==> src/rtl/tiny_cpu_sequencer.sv <==
// tiny_cpu_sequencer: upstream instruction source for TinyCPU.
//
// Holds a small program of 12-bit words ({opcode[11:8], imm[7:0]}) and presents them in
// order on TinyCPU's In bus. Each word is held for HoldCycles clocks. A run ends when the
// latched length is reached or when the next word carries the HaltOp opcode; a halt word
// is never presented.
//
// Optional feature: define STEP_MODE_EN to add step_i. In that build the hold counter is
// ignored during a run and the sequencer advances only on clock edges where step_i is 1.
//
// Ports:
//   clk_i          clock, rising edge
//   rst_ni         asynchronous active-low reset (program memory is not reset)
//   load_en_i      write load_data_i to program memory at load_addr_i (ignored while running)
//   load_addr_i    program write address
//   load_data_i    program word
//   prog_len_i     number of words to execute (0..2**Aw), sampled on start_i
//   start_i        begin a run from address 0 (ignored while running)
//   abort_i        stop the run and return to idle; beats start_i and load_en_i
//   step_i         (STEP_MODE_EN only) advance to the next word
//   instr_o        word driven to TinyCPU In; 12'h000 (clear op) when not running
//   instr_valid_o  instr_o is a program word
//   pc_o           address of the word on instr_o
//   busy_o         a run is in progress
//   done_o         run completed; held until the next start or abort
module tiny_cpu_sequencer #(
  parameter int unsigned Aw         = 4,
  parameter int unsigned HoldCycles = 4,
  parameter logic [3:0]  HaltOp     = 4'hF
) (
  input  logic          clk_i,
  input  logic          rst_ni,
  input  logic          load_en_i,
  input  logic [Aw-1:0] load_addr_i,
  input  logic [11:0]   load_data_i,
  input  logic [Aw:0]   prog_len_i,
  input  logic          start_i,
  input  logic          abort_i,
`ifdef STEP_MODE_EN
  input  logic          step_i,
`endif
  output logic [11:0]   instr_o,
  output logic          instr_valid_o,
  output logic [Aw-1:0] pc_o,
  output logic          busy_o,
  output logic          done_o
);

  localparam int unsigned Depth = 2 ** Aw;
  localparam int unsigned HcW   = (HoldCycles > 1) ? $clog2(HoldCycles) : 1;

  localparam logic [HcW-1:0] HoldInit = HcW'(HoldCycles - 1);
  localparam logic [HcW-1:0] HoldOne  = HcW'(1);
  localparam logic [Aw-1:0]  PcOne    = Aw'(1);
  localparam logic [Aw:0]    LenOne   = (Aw + 1)'(1);

  typedef enum logic [1:0] {StIdle, StRun, StDone} state_e;

  state_e          state_q, state_d;
  logic [11:0]     instr_q, instr_d;
  logic            valid_q, valid_d;
  logic [Aw-1:0]   pc_q, pc_d;
  logic            done_q, done_d;
  logic [HcW-1:0]  hold_q, hold_d;
  logic [Aw:0]     len_q, len_d;

  logic [11:0]     mem_q [Depth];
  logic            mem_we;

  logic [Aw-1:0]   pc_next;
  logic [11:0]     word_next;
  logic            advance;
  logic            run_end;

  assign pc_next   = pc_q + PcOne;
  assign word_next = mem_q[pc_next];

`ifdef STEP_MODE_EN
  assign advance = step_i;
`else
  assign advance = (hold_q == '0);
`endif

  // pc_next wraps only when pc_q is the last address, which is then also the last word.
  assign run_end = ({1'b0, pc_q} == (len_q - LenOne)) || (word_next[11:8] == HaltOp);

  always_comb begin
    state_d = state_q;
    instr_d = instr_q;
    valid_d = valid_q;
    pc_d    = pc_q;
    done_d  = done_q;
    hold_d  = hold_q;
    len_d   = len_q;
    mem_we  = 1'b0;

    if (abort_i) begin
      state_d = StIdle;
      instr_d = 12'h000;
      valid_d = 1'b0;
      done_d  = 1'b0;
      pc_d    = '0;
      hold_d  = '0;
    end else begin
      unique case (state_q)
        StIdle, StDone: begin
          mem_we = load_en_i;
          if (start_i) begin
            len_d = prog_len_i;
            pc_d  = '0;
            if ((prog_len_i == '0) || (mem_q[0][11:8] == HaltOp)) begin
              state_d = StDone;
              instr_d = 12'h000;
              valid_d = 1'b0;
              done_d  = 1'b1;
            end else begin
              state_d = StRun;
              instr_d = mem_q[0];
              valid_d = 1'b1;
              done_d  = 1'b0;
              hold_d  = HoldInit;
            end
          end
        end
        StRun: begin
          if (!advance) begin
            hold_d = hold_q - HoldOne;
          end else if (run_end) begin
            state_d = StDone;
            instr_d = 12'h000;
            valid_d = 1'b0;
            done_d  = 1'b1;
          end else begin
            pc_d    = pc_next;
            instr_d = word_next;
            hold_d  = HoldInit;
          end
        end
        default: state_d = StIdle;
      endcase
    end
  end

  always_ff @(posedge clk_i or negedge rst_ni) begin
    if (!rst_ni) begin
      state_q <= StIdle;
      instr_q <= 12'h000;
      valid_q <= 1'b0;
      pc_q    <= '0;
      done_q  <= 1'b0;
      hold_q  <= '0;
      len_q   <= '0;
    end else begin
      state_q <= state_d;
      instr_q <= instr_d;
      valid_q <= valid_d;
      pc_q    <= pc_d;
      done_q  <= done_d;
      hold_q  <= hold_d;
      len_q   <= len_d;
    end
  end

  // Program memory survives reset so a program can be re-run after a reset.
  always_ff @(posedge clk_i) begin
    if (mem_we) begin
      mem_q[load_addr_i] <= load_data_i;
    end
  end

  assign instr_o       = instr_q;
  assign instr_valid_o = valid_q;
  assign pc_o          = pc_q;
  assign busy_o        = (state_q == StRun);
  assign done_o        = done_q;

endmodule

==> config.mk <==
export PLATFORM = sky130hd
export DESIGN_NAME = tiny_cpu_sequencer
export DESIGN_NICKNAME = d
export VERILOG_FILES = /design/src/rtl/tiny_cpu_sequencer.sv
export SDC_FILE = /design/constraint.sdc
export NUM_CORES = 1
export LEC_CHECK = 0
export CAP_MARGIN = 20
export CORE_MARGIN = 4
export CORE_UTILIZATION = 56
export CTS_BUF_LIST = sky130_fd_sc_hd__clkbuf_8
export CTS_CLUSTER_DIAMETER = 40
export CTS_CLUSTER_SIZE = 30
export DETAILED_ROUTE_END_ITERATION = 10
export GPL_TIMING_DRIVEN = 0
export PLACE_DENSITY = 0.78
export SYNTH_ARGS = -nofsm -noshare
export SYNTH_HDL_FRONTEND = slang
export SYNTH_SLANG_ARGS = --single-unit
==> constraint.sdc <==
create_clock -name clk_i -period 3.15 [get_ports clk_i]
set_clock_uncertainty 0.1 [all_clocks]
set_input_delay 0.4725 -clock clk_i [delete_from_list [all_inputs] [get_ports clk_i]]
set_output_delay 0.4725 -clock clk_i [all_outputs]
set_load 0.01 [all_outputs]
After elaboration in Yosys (flattened, before gate mapping):

Memory sizes are Yosys's and may differ from the RTL's.
Index checks and enable logic that the tools add are counted.
Widths: inputs -> output; s select.

* flip-flop bits (word level): 27
* word-level logic and storage cells: 75
* memory bits (read-only): 0
* output and inout port bits: 19
* bits of input ports: 26
* bits in writable memories: 192
* memories: 1
* latch bits: 0

Memories
* mem_q: words 16, bits a word 12, read ports 2, clocked after Yosys merged registers in 0, write ports 1, RTL line 67 `logic [11:0] mem_q [Depth];`

* magnitude comparators: 0
* shift-type cells: 0
* reductions and logical operators: 13
* eq/ne operators: 11
* add/subtract/negate cells: 3
* bitwise operators: 1
* muxes and demuxes: 39
* div/mod/pow operators: 0
* multipliers: 0

Operator list (count)
* $mux 12: 5
* $pmux 12 s2: 1
* $mux 2: 10
* $mux 4: 4
* $mux 1: 14
* $reduce_and 4->1: 3
* $ne 3x3->1 const B: 3
* $reduce_and 3->1: 3
* $eq 4x4->1 const B: 2
* $pmux 2 s2: 2
* $pmux 4 s2: 1
* $ne 3x2->1 const B: 2
* $eq 4x5->1: 1
* $logic_not 5->1: 1
* $sub 5x1->5 const B: 1
* $add 4x1->4 const B: 1
* $logic_not 2->1: 2
* $ne 4x4->1 const B: 1
* $pmux 1 s2: 2
* $reduce_bool 3->1: 1
* $eq 2x1->1 const B: 1
* $eq 2x2->1 const B: 1
* $logic_or 1x1->1: 2
* $reduce_or 2->1: 1
* other kinds (2): 2

Longest topological paths before layout:

An unclocked memory read counts as a cell.

* depth after elaboration: 8
* mapped depth: 10
* depth with buffers taken out: 9

Least setup slack after synthesis:

No wires, ideal clock.

* path kind: register to register
* start point: register pc_q[1], in the netlist pc_o[1]
* end point: register pc_q[2], in the netlist pc_o[2]
* arrival time: 2.843 ns
* path buffers: 3
* stages on the path, launching flop included: 11
* setup time: 0.082 ns
* path slack: 0.125 ns
* period minus slack after synthesis: 3.025 ns
* data required time: 2.968 ns
* cell sequence: dfrtp_1 > ha_1 > xnor2_1 > buf_4 > buf_6 > mux4_2 > a221oi_2 > o41ai_2 > or3_4 > buf_6 > o2bb2ai_1

* cells in the longest elaborated chain, start to end: 6
* elaborated cells on any way between the ends: 11
* those cells by class: 1 x add/sub; 3 x eq/ne; 4 x mux; 2 x reduce/logical; 1 x memory

Ends and longest elaborated chain
* start: declaration: RTL line 62 `logic [Aw-1:0] pc_q, pc_d;`
* start signal: assignment: RTL line 157 `pc_q <= pc_d;`
* $add 4x1->4: RTL line 75 `assign pc_next = pc_q + PcOne;`
* $mem_v2 16x12
* $eq 4x4->1: RTL line 85 `assign run_end = ({1'b0, pc_q} == (len_q - LenOne)) || (word_next[11:8] == HaltOp);`
* $logic_or 1x1->1: RTL line 85
* $ne 3x3->1 (no line)
* $reduce_and 4->1 (no line)

Several ways; a longest one is shown, not always the timed one. The select of a mux whose other input is x is not followed.
A chain may end at the register's enable or synchronous reset.

Worst setup path in the final report:

* start point: register pc_q[1], in the netlist pc_o[1]
* end point: register pc_q[3], in the netlist pc_o[3]

The elaborated chain is that of the path after synthesis.

==> flow_metrics.tcl <==
set metrics [dict create \
    synth_area_leaders "edfxtp_1 65%, mux4_2 12%, dfrtp_1 7.6%" \
    synth_seq_cells 219 \
    cp_slowest_cell "dfrtp_2" \
    endpoint_kind "flip-flop" \
    worstSetupStartpointType "flip-flop" \
    synth_ff_type "edfxtp_1" \
    grt_pass1_vias 5045 \
    die_h_um 134 \
    async_flop_share_pct 12.3 \
    critical_path_arrival_ns 3.42 \
    final-hold-violation-count 0 \
    grt_pass1_wl_mm 29.7 \
    setup_slack_ns 0.0887 \
    p_int_uw 4480 \
    via_per_inst 6.03 \
    p_clk_share_pct 35.2 \
    synthXorXnorAreaFrac_pct 0.692 \
    core-area_mm2 0.0154 \
    timing.rr.start "pc_o[1]" \
    start_util_pct 57.6 \
    min_period_over_period_pct 97.2 \
    cts_tree "yes" \
    cap_violations 0 \
    worst_slew_pin_slew_ns 0.884 \
    grt_usage_pct 22.0 \
    dp_hpwl_mm 12.8 \
    critPathTopFamily "compound AO/OA/AOI/OAI gates" \
    pwr-share-seq_pct 54.5 \
    num_io_pins 45 \
    first_pass_iters 5 \
    pre_cts_ws_ns -0.482 \
    synth.top_cell.area_share_pct 65.1 \
    gp_congestion 0.835 \
    hold_class "input port to async pin" \
    cts_max_level 1 \
    powerDensity_mw_per_mm2 564 \
    postSynthAreaPerCell_um2 18.7 \
    syn-cell-area_mm2 0.00886 \
    r2r_cells 11 \
    crit_type "flip-flop to flip-flop" \
    synthAdderAreaFrac_pct 0.424 \
    r2r_end "pc_o[3]" \
    outcome "finished, final reports clean" \
    overflow 0 \
    die_area_mm2 0.0179 \
    synth_top_family_by_area "multiplexers" \
    port_buffers 44 \
    switching_share_pct 25.0 \
    clk_pin_slew_ns 0.08 \
    nets 604 \
    worstPathCellList "ha_4, xnor2_4, buf_8, buf_4, mux4_2, nor2b_2, a221oi_4, o41ai_4, or3_4, buf_6, o2bb2ai_1" \
    area_delta_synth_final_pct 19.7 \
    slew_headroom_pct 41.1 \
    final_antenna_net_count 0 \
    synth_edf_count 192 \
    grt_max_degree 18 \
    fin_crit_ns 3.06 \
    fill_cells 956 \
    syn_inst 474 \
    ir_worst_vdd_v 0.000342 \
    synth.area.mux_share_pct 14.9 \
    critPathBufInv 3 \
    setup_viol 0 \
    slew_violations 0 \
    clock_sinks 219 \
    leakage_uw 0.00358 \
    seq_area_frac_synth_pct 72.7 \
    synth_area_leader_cell "edfxtp_1" \
    drt_iter0_markers 580 \
    num_rows 45 \
    rsz0062_at_grt "no" \
    switching_power_uw 1500 \
    antenna_found_initial 0 \
    p_total_uw 5980 \
    syn_nets 503 \
    path_depth 11 \
    synth_compound_area_share_pct 5.51 \
    cts_made_buffers 25 \
    cts_root_buf "clkbuf_8" \
    ys_types 45 \
    n_antenna_cell 0 \
    totalWireLength_mm 19.1 \
    r2r_slack_ns 0.09 \
    drive_gt1_share_pct 27.4 \
    crit_end "pc_o[3]" \
    worstPathMaxFanout 10 \
    place_inst 746 \
    slowest_delay_ns 0.46 \
    die_w_um 134 \
    multi_input_area_mm2 0.00239 \
    synthSimpleGateAreaFrac_pct 4.24 \
    critical_path_required_ns 3.51 \
    combPwrFrac_pct 10.2 \
    ys_warn_count 0 \
    ctsLongestPathBuffers 3 \
    vias 4856 \
    fmax_mhz 327 \
    wl_per_cell_um 23.8 \
    drc 0 \
    startpoint "pc_o[1]" \
    final_cell_count_no_fill 805 \
    regArea_mm2 0.00644 \
    clk_latency_ns 0.56 \
]
-- layout by cell type, fill, tap and decap left out, types with 3 or more instances in the layout --
master             n
edfxtp_1         192
mux4_2            48
clkdlybuf4s50_1   44
clkbuf_8          27
nor2_1            25
dfrtp_1           25
nand2_1           19
o21ai_0           19
buf_6             18
buf_4             12
mux2_2            12
a22oi_1           12
o21ai_1           11
mux2i_1           10
inv_6             10
clkbuf_1           9
nand2b_1           7
inv_1              6
a22o_1             6
nor2b_1            5
a21oi_1            5
nor3_2             4
buf_8              4
xor2_1             4
a221oi_4           3
buf_2              3
o2bb2ai_1          3
inv_8              3
-- kinds of logic after synthesis --
group / Yosys count
AOI/OAI and AO/OA: 70
xor gates and xnor gates: 7
adders and majority gates: 3
buffers and inverters: 27
DFF: 219
muxes: 70
and+or+nand+nor: 78
-- area by class of cell --
type / instances / area share [%]
clock inverter: 19 / 1.94
sequential: 219 / 60.8
tap: 211 / 2.49
clock buffer: 27 / 3.51
buffer: 21 / 1.39
timing repair buffer: 74 / 7.13
inverter: 6 / 0.213
multi-input combinational: 228 / 22.5
-- per-stage QoR --
step / TNS [ns] / instance area, um^2 / utilization [%] / hold slack (ns)
2_1_floorplan: 0 / 8860 / - / 0.0769
3_3_place_gp: -61.68 / 9560 / 62.2 / 0.365
3_5_place_dp: -7.60 / 9790 / 63.7 / 0.367
4_1_cts: 0 / 10500 / 68.0 / 0.229
5_1_grt: 0 / 10600 / 68.9 / 0.248
6_report: 0 / 10600 / 68.9 / 0.228
-- power groups by stage --
stage          clock, uW  sequential (uW)  combinational [uW]
2_1_floorplan          0             3320                 337
3_3_place_gp           0             3320                 542
3_5_place_dp           0             3320                 577
4_1_cts             2150             3260                 593
5_1_grt             2290             3270                 665
6_report            2110             3260                 612
-- timing repair --
item                                    in CTS  in global routing
pin swaps                                    2                  6
setup buffers                                1                 11
endpoints found under the setup margin      21                 15
resized for setup                           14                 11
hold buffers                                 0                  0
-- flip-flops by register name, summed over array words and instances, names as in the netlist --
register,flops
len_q,5
pc_o,4
instr_o,12
instr_valid_o,1
done_o,1
hold_q,2
mem_q,192
state_q,2
-- synthesized netlist by cell type (6+ instances only) --
| cell type | n |
|---|---|
| nor2_1 | 25 |
| nand2b_1 | 7 |
| inv_1 | 6 |
| dfrtp_1 | 27 |
| mux2_2 | 12 |
| a22oi_1 | 12 |
| edfxtp_1 | 192 |
| nand2_1 | 19 |
| nor3_1 | 6 |
| mux4_2 | 48 |
| mux2i_1 | 10 |
| nor2b_1 | 6 |
| o21ai_0 | 19 |
| clkbuf_1 | 11 |
| o21ai_1 | 12 |
| a22o_1 | 6 |
-- worst min-delay path by stage --
stage / cells past startpoint / endpoint / slack, ns
after detailed placement: 1 / instr_valid_o / 0.37
after CTS: 1 / pc_o[1] / 0.23
final: 1 / pc_o[1] / 0.23
after global placement: 1 / instr_valid_o / 0.36
after floorplan: 0 / done_o / 0.08
after global routing: 1 / instr_valid_o / 0.25
-- per-layer routing --
metal  vias to the layer above  wire, um  track usage (%)
li1                       2135         -                -
met1                      2474      7830             32.3
met2                       217      9390             35.6
met3                        30      1520             3.44
met4                         0       401             5.09
met5                         -         0                0
(Power assumes the default switching activity.)
